===== src/rtl/wave_controller_pkg.sv =====
// Shared definitions for the wave controller slice.
//   state_t       : FSM state encoding, also driven onto the 3-bit state output.
//   NUM_ROWS/COLS : alien grid geometry (sets alien count width and "few left" threshold).
//   START_LIVES, CLEAR_FRAMES, DEATH_FRAMES, BASE_SPEED, MAX_SPEED : default tuning.
//   SCORE_MAX_BCD : saturation point of the four-digit BCD score.
package params;

    typedef enum logic [2:0] {
        IDLE       = 3'd0,
        PLAY       = 3'd1,
        WAVE_CLEAR = 3'd2,
        DYING      = 3'd3,
        GAME_OVER  = 3'd4
    } state_t;

    localparam int unsigned NUM_ROWS     = 5;
    localparam int unsigned NUM_COLS     = 11;
    localparam int unsigned START_LIVES  = 3;
    localparam int unsigned CLEAR_FRAMES = 120;
    localparam int unsigned DEATH_FRAMES = 90;
    localparam int unsigned BASE_SPEED   = 1;
    localparam int unsigned MAX_SPEED    = 8;

    localparam logic [15:0] SCORE_MAX_BCD = 16'h9990;

endpackage


===== src/rtl/wave_controller_bcd_score.sv =====
// bcd_score: combinational four-digit BCD "+10" incrementer with saturation.
//   score_in  [15:0] : current score, four BCD digits (units digit always 0).
//   score_out [15:0] : score_in plus ten, or score_in unchanged once at 9990.
module bcd_score
    import params::*;
(
    input  logic [15:0] score_in,
    output logic [15:0] score_out
);

    always_comb begin
        score_out = score_in;
        if (score_in[15:4] != SCORE_MAX_BCD[15:4]) begin
            if (score_in[7:4] != 4'd9) begin
                score_out[7:4] = score_in[7:4] + 4'd1;
            end else begin
                score_out[7:4] = '0;
                if (score_in[11:8] != 4'd9) begin
                    score_out[11:8] = score_in[11:8] + 4'd1;
                end else begin
                    // Thousands cannot be 9 here: 999x was excluded above.
                    score_out[11:8]  = '0;
                    score_out[15:12] = score_in[15:12] + 4'd1;
                end
            end
        end
    end

endmodule


===== src/rtl/wave_controller.sv =====
// wave_controller: game-flow FSM for the invaders game.
//   pixel_clk, rst        : clock, asynchronous active-high reset.
//   fsync                 : one-cycle start-of-frame strobe (pause timers, speed update).
//   start_btn             : debounced level; rising edge starts a game from IDLE/GAME_OVER.
//   alien_hit             : level; each rising edge in PLAY scores 10.
//   aliens_remaining      : live alien count, sampled on fsync.
//   player_hit, invaded   : player struck pulse / aliens reached player row level.
//   speed                 : alien group speed, refreshed on fsync.
//   wave_rst              : one-cycle pulse when PLAY is entered from IDLE, WAVE_CLEAR, GAME_OVER.
//   play_en               : high while in PLAY.
//   state, score_bcd, lives, wave : status outputs.
module wave_controller
    import params::*;
#(
    parameter int unsigned START_LIVES  = params::START_LIVES,
    parameter int unsigned CLEAR_FRAMES = params::CLEAR_FRAMES,
    parameter int unsigned DEATH_FRAMES = params::DEATH_FRAMES,
    parameter int unsigned BASE_SPEED   = params::BASE_SPEED,
    parameter int unsigned MAX_SPEED    = params::MAX_SPEED,
    parameter int unsigned CNT_W        = $clog2(NUM_ROWS*NUM_COLS+1)
) (
    input  logic             pixel_clk,
    input  logic             rst,
    input  logic             fsync,
    input  logic             start_btn,
    input  logic             alien_hit,
    input  logic [CNT_W-1:0] aliens_remaining,
    input  logic             player_hit,
    input  logic             invaded,
    output logic [7:0]       speed,
    output logic             wave_rst,
    output logic             play_en,
    output logic [2:0]       state,
    output logic [15:0]      score_bcd,
    output logic [1:0]       lives,
    output logic [3:0]       wave
);

    localparam int unsigned TMR_MAX = (CLEAR_FRAMES > DEATH_FRAMES) ? CLEAR_FRAMES : DEATH_FRAMES;
    localparam int unsigned TMR_W   = $clog2(TMR_MAX + 1);
    localparam int unsigned QUARTER = NUM_ROWS * NUM_COLS / 4;

    state_t             state_q, state_d;
    logic [15:0]        score_q, score_d;
    logic [1:0]         lives_q, lives_d;
    logic [3:0]         wave_q, wave_d;
    logic [TMR_W-1:0]   timer_q, timer_d;
    logic [7:0]         speed_q, speed_d;
    logic               wave_rst_q, wave_rst_d;
    logic               start_prev_q, start_prev_d;
    logic               start_arm_q, start_arm_d;
    logic               hit_prev_q, hit_prev_d;

    logic [15:0]        score_inc;
    logic               start_rise;
    logic               hit_rise;
    logic [8:0]         spd_raw;

    bcd_score u_bcd_score (
        .score_in  (score_q),
        .score_out (score_inc)
    );

    // Speed target, computed 9 bits wide so BASE_SPEED + wave cannot wrap.
    always_comb begin
        spd_raw = 9'(BASE_SPEED) + 9'(wave_q);
        if (spd_raw > 9'(MAX_SPEED)) spd_raw = 9'(MAX_SPEED);
        if (aliens_remaining != '0 && aliens_remaining <= CNT_W'(QUARTER)) spd_raw = spd_raw + 9'd1;
        if (spd_raw > 9'(MAX_SPEED)) spd_raw = 9'(MAX_SPEED);
    end

    always_comb begin
        state_d      = state_q;
        score_d      = score_q;
        lives_d      = lives_q;
        wave_d       = wave_q;
        timer_d      = timer_q;
        speed_d      = speed_q;
        wave_rst_d   = 1'b0;
        start_prev_d = start_btn;
        hit_prev_d   = alien_hit;
        // start_arm is only set once start_btn has been seen low after reset,
        // so a button held through reset release cannot start a game.
        start_arm_d  = start_arm_q | ~start_btn;
        start_rise   = start_btn & ~start_prev_q & start_arm_q;
        hit_rise     = alien_hit & ~hit_prev_q;

        if (fsync) speed_d = spd_raw[7:0];

        case (state_q)
            IDLE, GAME_OVER: begin
                if (start_rise) begin
                    state_d    = PLAY;
                    score_d    = '0;
                    lives_d    = 2'(START_LIVES);
                    wave_d     = '0;
                    wave_rst_d = 1'b1;
                end
            end
            PLAY: begin
                if (hit_rise) score_d = score_inc;
                // Priority: invasion, then wave clear, then player hit.
                if (invaded) begin
                    state_d = GAME_OVER;
                end else if (fsync && aliens_remaining == '0) begin
                    state_d = WAVE_CLEAR;
                    timer_d = TMR_W'(CLEAR_FRAMES);
                end else if (player_hit) begin
                    if (lives_q > 2'd1) begin
                        state_d = DYING;
                        lives_d = lives_q - 2'd1;
                        timer_d = TMR_W'(DEATH_FRAMES);
                    end else begin
                        state_d = GAME_OVER;
                        lives_d = '0;
                    end
                end
            end
            WAVE_CLEAR: begin
                if (fsync) begin
                    if (timer_q == TMR_W'(1)) begin
                        state_d    = PLAY;
                        timer_d    = '0;
                        wave_rst_d = 1'b1;
                        if (wave_q != '1) wave_d = wave_q + 4'd1;
                    end else begin
                        timer_d = timer_q - TMR_W'(1);
                    end
                end
            end
            DYING: begin
                // Aliens keep their positions after a death, so no wave_rst.
                if (fsync) begin
                    if (timer_q == TMR_W'(1)) begin
                        state_d = PLAY;
                        timer_d = '0;
                    end else begin
                        timer_d = timer_q - TMR_W'(1);
                    end
                end
            end
            default: state_d = IDLE;
        endcase
    end

    always_ff @(posedge pixel_clk or posedge rst) begin
        if (rst) begin
            state_q      <= IDLE;
            score_q      <= '0;
            lives_q      <= 2'(START_LIVES);
            wave_q       <= '0;
            timer_q      <= '0;
            speed_q      <= 8'(BASE_SPEED);
            wave_rst_q   <= 1'b0;
            start_prev_q <= 1'b0;
            start_arm_q  <= 1'b0;
            hit_prev_q   <= 1'b0;
        end else begin
            state_q      <= state_d;
            score_q      <= score_d;
            lives_q      <= lives_d;
            wave_q       <= wave_d;
            timer_q      <= timer_d;
            speed_q      <= speed_d;
            wave_rst_q   <= wave_rst_d;
            start_prev_q <= start_prev_d;
            start_arm_q  <= start_arm_d;
            hit_prev_q   <= hit_prev_d;
        end
    end

    assign speed     = speed_q;
    assign wave_rst  = wave_rst_q;
    assign play_en   = (state_q == PLAY);
    assign state     = state_q;
    assign score_bcd = score_q;
    assign lives     = lives_q;
    assign wave      = wave_q;

endmodule


===== config.mk =====
export PLATFORM = sky130hd
export DESIGN_NAME = wave_controller
export DESIGN_NICKNAME = d
export VERILOG_FILES = /design/src/rtl/wave_controller_pkg.sv /design/src/rtl/wave_controller_bcd_score.sv /design/src/rtl/wave_controller.sv
export SDC_FILE = /design/constraint.sdc
export NUM_CORES = 1
export LEC_CHECK = 0
export CAP_MARGIN = 20
export CORE_UTILIZATION = 45
export CTS_CLUSTER_DIAMETER = 40
export CTS_CLUSTER_SIZE = 25
export DETAILED_ROUTE_END_ITERATION = 8
export HOLD_SLACK_MARGIN = 0.12
export PLACE_DENSITY_LB_ADDON = 0.08
export SLEW_MARGIN = 5
export SYNTH_ARGS = -nofsm -noshare
export SYNTH_HDL_FRONTEND = slang
export SYNTH_SLANG_ARGS = --single-unit

===== constraint.sdc =====
create_clock -name pixel_clk -period 5 [get_ports pixel_clk]
set_input_delay 1 -clock pixel_clk [delete_from_list [all_inputs] [get_ports pixel_clk]]
set_output_delay 1 -clock pixel_clk [all_outputs]
set_load 0.005 [all_outputs]

==> flow_summary_export.csv, run 1 <==
group,metric,value,unit
route,drt-vias-per-instance,5.67,
floorplanning,core_area,0.00447,mm^2
pwr,finalPower,1120,uW
grt,grt_pass1_wl,8220,um
outcome,violations,"DRC",
sta,holdWs,0.469,ns
worst_setup_path,crit_required,5.21,ns
yosys,synth_largest_area_cell,"dfrtp_1",
yosys,yosysMostFrequentCell,"dfrtp_1",
final_layout,nets,294,
sta,fin_crit,3.21,ns
grt,antenna_found_initial,0,
worst_setup_path,slowest_delay,0.71,ns
pwr,peakVddDrop,0.262,mV
worst_setup_path,arrival,3.43,ns
yosys,synth_ff_type,"dfrtp_1",
sta,setup_tns,0,ns
route,drt_wl_total,4700,um
pwr,p_leak,0.00110,uW
yosys,synth-seq-cells,38,
final_layout,final_cells,324,
route,drt-initial-drc-count,85,
yosys,syn_avg_cell_area,9.39,um^2
sta,rsz0062_at_grt,"no",
worst_setup_path,r2r_setup_slack,2.48,ns
floorplanning,ioPinCount,48,
yosys,yosysSeqAreaShare,0.444,
grt,grt_usage,0.209,
yosys,synth-edff-count,0,
clock_network,cts_hold_buffers,0,
sta,min_period_over_period,0.643,
route,drcViolationCount,1,
clock_network,clock_latency,0.29,ns
clock_network,cts-resized-gates,0,
floorplanning,die_area,0.00506,mm^2
sta,worst_slew_pin_slew,0.895,ns
pwr,power_density,421,mW/mm^2
grt,grt_pass1_vias,1780,
clock_network,cts_sinks,38,
worst_setup_path,path_max_fanout,11,
route,vias,1836,
clock_network,post-cts-setup-buffer-count,0,
floorplanning,num_rows,24,
final_layout,drive_gt1_frac,0.0588,
worst_setup_path,path_cells,"clkdlybuf4s50_1, nand3b_1, nor3_1, a31oi_1, or4_1, a21oi_1",
grt,grt_max_degree,39,
route,ant_nets,0,
sta,maxSlewHeadroom,0.399,
yosys,yosysTopAreaCellShare,0.407,
yosys,syn_area,0.00215,mm^2
yosys,ys_async_sr_fraction,1.00,
place,io_buffers,41,
clock_network,numCtsBuffers,5,
yosys,yosysWarningCount,0,
clock_network,h-tree-depth,2,
yosys,yosys.cell_types.count,54,
route,dr.pass1.iters,6,
sta,drv_slew,0,
clock_network,clockRootBuffer,"clkbuf_8",
grt,grt_overflow,0,
place,dp_hpwl,3350,um
worst_setup_path,crit_path_start_kind,"primary input",
yosys,syn_inst,229,
clock_network,cts_tree,"done",
flow_run,cap_violations,0,
yosys,synth_commonest_cells,"dfrtp_1, o21ai_0, nand2_1",
floorplanning,die_h,71.1,um
worst_setup_path,crit_type,"primary input to flip-flop",
floorplanning,die_w,71.1,um
sta,fmax,311,MHz
clock_network,clk_pin_slew_worst_paths,0.07,ns
final_layout,syn2layout_area_growth,23.5,%
outcome,status,"finished, violations left",
worst_setup_path,critPathSlowestCell,"nor3_1",
sta,hold_viol_final,0,
final_layout,antenna_cells,0,
hold_path,min-delay-path-class,"flip-flop to flip-flop",
yosys,ys_top_cells_by_area,"dfrtp_1, ha_1, o21ai_0",
sta,finClkSkew,0.00980,ns
clock_network,clockBufferDepth,2,
place,routabilityCongestion,0.770,
place,dp_cells,316,
floorplanning,start_util,0.480,
route,post_drt_wl_per_cell,14.5,um
worst_setup_path,endpoint_kind,"flip-flop",
sta,setup_viol,0,
[report_power, final]
part / internal, uW / total, uW / switching (uW)
clock: 99.1 / 203 / 104
sequential: 380 / 468 / 88.6
combinational: 214 / 447 / 233
total: 693 / 1120 / 425
[cell type report]
class | count | area [um^2]
inverter | 13 | 48.8
tap | 52 | 65.1
multi-input combinational | 171 | 1090
fill | 407 | 1820
sequential | 38 | 955
clock buffer | 8 | 80.1
timing repair buffer | 42 | 418
[cells in the final DEF (no fill, tap or decap), drive strengths merged, types with 2 or more instances in the layout]
| cell | count |
|---|---|
| a31oi | 7 |
| or3 | 3 |
| ha | 10 |
| nor3 | 3 |
| nand3 | 11 |
| nand4b | 2 |
| mux2i | 2 |
| xor2 | 2 |
| dfstp | 3 |
| a31o | 2 |
| clkbuf | 8 |
| o21ai | 26 |
| or4 | 3 |
| o21a | 2 |
| conb | 6 |
| a221oi | 2 |
| o211ai | 2 |
| nor4 | 4 |
| dfrtp | 35 |
| a22o | 2 |
| nand2 | 20 |
| o31ai | 5 |
| inv | 13 |
| nor3b | 2 |
| or3b | 2 |
| nor2 | 14 |
| nand2b | 6 |
| o22ai | 5 |
| nor2b | 5 |
| xnor2 | 2 |
| a21oi | 6 |
| clkdlybuf4s50 | 41 |
[flip-flops by register name, indices dropped and copies added, names as in the netlist]
register      cells
hit_prev_q        1
lives             2
score_bcd        12
speed             6
start_arm_q       1
start_prev_q      1
state             3
timer_q           7
wave              4
wave_rst          1
[metal layers]
layer  track usage  vias up  wire (um)
li1              -      912          -
met1         0.285      875       2310
met2         0.316       42       2080
met3        0.0641        7        255
met4        0.0756        0         59
met5             0        -          0
[worst max-delay path, delay by kind of cell]
kind / cells / cell delay (ns)
compound gates: 2 / 0.50
buf+inv: 1 / 0.49
simple gates: 3 / 1.43
[logic make-up after synthesis]
group                    synth area share
XOR/XNOR                           0.0163
AND/OR/NAND/NOR                     0.201
buffers and inverters              0.0582
AO/OA/AOI/OAI                       0.206
other                             0.00174
adder cells (fa/ha/maj)            0.0582
multiplexers                       0.0146
flip-flops                          0.444
[per-stage QoR]
step | setup slack (ns) | cell area [um^2] | util
3_3_place_gp | 1.56 | 2570 | 0.576
5_1_grt | 1.57 | 2660 | 0.593
4_1_cts | 1.81 | 2660 | 0.593
3_5_place_dp | 1.51 | 2570 | 0.576
2_1_floorplan | 2.45 | 2170 | -
6_report | 1.79 | 2660 | 0.593
[worst paths after layout]
path	start	to	depth (start not counted)
setup / recovery	start_btn	score_bcd[15]$_DFFE_PP0P_	6
hold / removal	start_arm_q$_DFF_PP0_	start_arm_q$_DFF_PP0_	1
setup reg to reg	state[1]$_DFFE_PP0P_	score_bcd[15]$_DFFE_PP0P_	5
hold reg to reg	start_arm_q$_DFF_PP0_	start_arm_q$_DFF_PP0_	1
max in group asynchronous	rst	lives[0]$_DFFE_PP1P_	3
min in group asynchronous	rst	state[1]$_DFFE_PP0P_	3
No activity file was read; power rests on OpenSTA's default activity.
==> inputs of run 2 (changes only) <==
- clock period: 5 -> 2.9 ns (I/O delays scaled with it)
==> run 2 against run 1 <==
Net effect:
- the flow still finishes with violations (DRC)
- via count is 0.33% lower
- first-iteration DRC count is 58% higher
- cell area is 4.1% higher
- worst setup slack worse by 1.4 ns
- register-to-register slack worse by 2.0 ns
- sequential share of layout area is 1.4 points lower
- sequential power is 67% higher
- critical path depth is 3 lower
- largest cell class unchanged
==> flow_summary_export.csv, run 2 (synthesis results as in run 1) <==
group,metric,value,unit
clock_network,clockRootBuffer,"clkbuf_8",
worst_setup_path,endpoint_kind,"primary output",
grt,grt_max_degree,39,
sta,worst_slew_pin_slew,0.743,ns
route,vias,1830,
final_layout,largest_reg_flops,12,
sta,setup_viol,0,
worst_setup_path,crit_type,"flip-flop to primary output",
sta,finClkSkew,0.00959,ns
route,dr.pass1.iters,7,
clock_network,numCtsBuffers,5,
floorplanning,die_area,0.00506,mm^2
pwr,seq_power_share,0.364,
final_layout,drive_gt1_frac,0.0899,
clock_network,clk_pin_slew_worst_paths,0.08,ns
worst_setup_path,arrival,1.94,ns
pwr,clockPowerShare,0.255,
floorplanning,ioPinCount,48,
clock_network,clock_latency,0.29,ns
sta,setup_tns,0,ns
final_layout,final_cell_mix,"clkdlybuf4s50_1, dfrtp_1, o21ai_0, nand2_1, nor2_1",
pwr,p_leak,0.00117,uW
sta,fin_crit,2.52,ns
pwr,switching_share,0.342,
place,dp_hpwl,3360,um
clock_network,post-cts-setup-buffer-count,0,
worst_setup_path,crit_path_start_kind,"flip-flop",
route,drcViolationCount,1,
route,drt-initial-drc-count,134,
outcome,violations,"DRC",
route,drt_wl_total,4690,um
final_layout,antenna_cells,0,
sta,drv_slew,0,
final_layout,syn2layout_area_growth,28.5,%
pwr,finalPower,2150,uW
worst_setup_path,path_max_fanout,11,
floorplanning,start_util,0.480,
clock_network,cts_sinks,38,
clock_network,h-tree-depth,2,
pwr,internal-power,1410,uW
sta,timing.final.ws_setup,0.376,ns
pwr,combPwrFrac,0.381,
clock_network,cts_hold_buffers,0,
final_layout,final_common_cell,"clkdlybuf4s50_1",
sta,hold_viol_final,0,
pwr,power_density,777,mW/mm^2
pwr,p_switching,734,uW
floorplanning,die_w,71.1,um
sta,rsz0062_at_grt,"no",
sta,maxSlewHeadroom,0.502,
worst_setup_path,timing.rr.start,"state[2]$_DFFE_PP0P_",
floorplanning,num_rows,24,
worst_setup_path,critPathLaunch,"state[2]$_DFFE_PP0P_",
worst_setup_path,crit_required,2.32,ns
grt,grt_pass1_vias,1748,
clock_network,cts_tree,"done",
place,io_buffers,41,
route,drt-vias-per-instance,5.55,
clock_network,clockBufferDepth,2,
floorplanning,core_area,0.00447,mm^2
grt,grt_usage,0.203,
pwr,peakVddDrop,0.477,mV
sta,fmax,396,MHz
clock_network,cts-resized-gates,0,
place,routabilityCongestion,0.795,
flow_run,cap_violations,0,
sta,min_period_over_period,0.870,
route,post_drt_wl_per_cell,14.2,um
grt,grt_overflow,0,
hold_path,min-delay-start,"start_arm_q$_DFF_PP0_",
outcome,status,"finished, violations left",
floorplanning,die_h,71.1,um
grt,grt_pass1_wl,8070,um
grt,antenna_found_initial,0,
hold_path,min-delay-path-class,"flip-flop to flip-flop",
route,ant_nets,0,
final_layout,nets,300,
place,pre_cts_slack,0.326,ns
[run 2: changes by cell type in the layout (fill, tap and decap cells not counted)]
| cell | change |
|---|---|
| buf_4 | +6 |
| bufinv_16 | +2 |
| clkbuf_1 | -3 |
| clkbuf_8 | +1 |
[run 2: final timing paths]
path,to,slack (ns),cells after the start
setup reg to reg,score_bcd[15]$_DFFE_PP0P_,0.49,5
setup / recovery,play_en,0.38,3
hold / removal,start_arm_q$_DFF_PP0_,0.48,1
hold reg to reg,start_arm_q$_DFF_PP0_,0.48,1
min in group asynchronous,score_bcd[9]$_DFFE_PP0P_,0.70,3
max in group asynchronous,lives[1]$_DFFE_PP1P_,1.84,3
[run 2: cell type report]
class / count / area (um^2)
flip-flops and latches: 38 / 955
multi-input cells: 171 / 1090
clock buffers: 6 / 82.6
well taps: 52 / 65.1
repair buffers: 48 / 463
clock inverters: 2 / 60.1
fillers: 399 / 1710
inverters: 13 / 48.8
[run 2: power by group through the flow]
stage	Clock (uW)	Combinational, uW	Sequential (uW)
2_1_floorplan	0	494	778
3_3_place_gp	0	802	788
3_5_place_dp	0	815	790
4_1_cts	564	820	780
5_1_grt	589	925	800
6_report	547	818	780
[run 2: worst max-delay path, cell delays in order (launching register included)]
cell	delay [ns]
dfrtp_1	0.48
or3b_4	0.50
inv_1	0.15
clkdlybuf4s50_1	0.52
[run 2: through the flow]
| stage | utilization | hold WS, ns | cell area (um^2) | instances |
|---|---|---|---|---|
| detailed placement | 0.586 | 0.454 | 2620 | 322 |
| floorplan | - | 0.435 | 2170 | 234 |
| CTS | 0.617 | 0.474 | 2760 | 330 |
| finish | 0.617 | 0.481 | 2760 | 330 |
| global route | 0.617 | 0.505 | 2760 | 330 |
| global placement | 0.586 | 0.452 | 2620 | 322 |
[run 2: metal layers]
metal,track usage,part of all wire,up-vias
li1,-,-,928
met1,0.287,0.49,853
met2,0.306,0.45,47
met3,0.0598,0.052,2
met4,0.0533,0.0053,0
met5,0,0,-
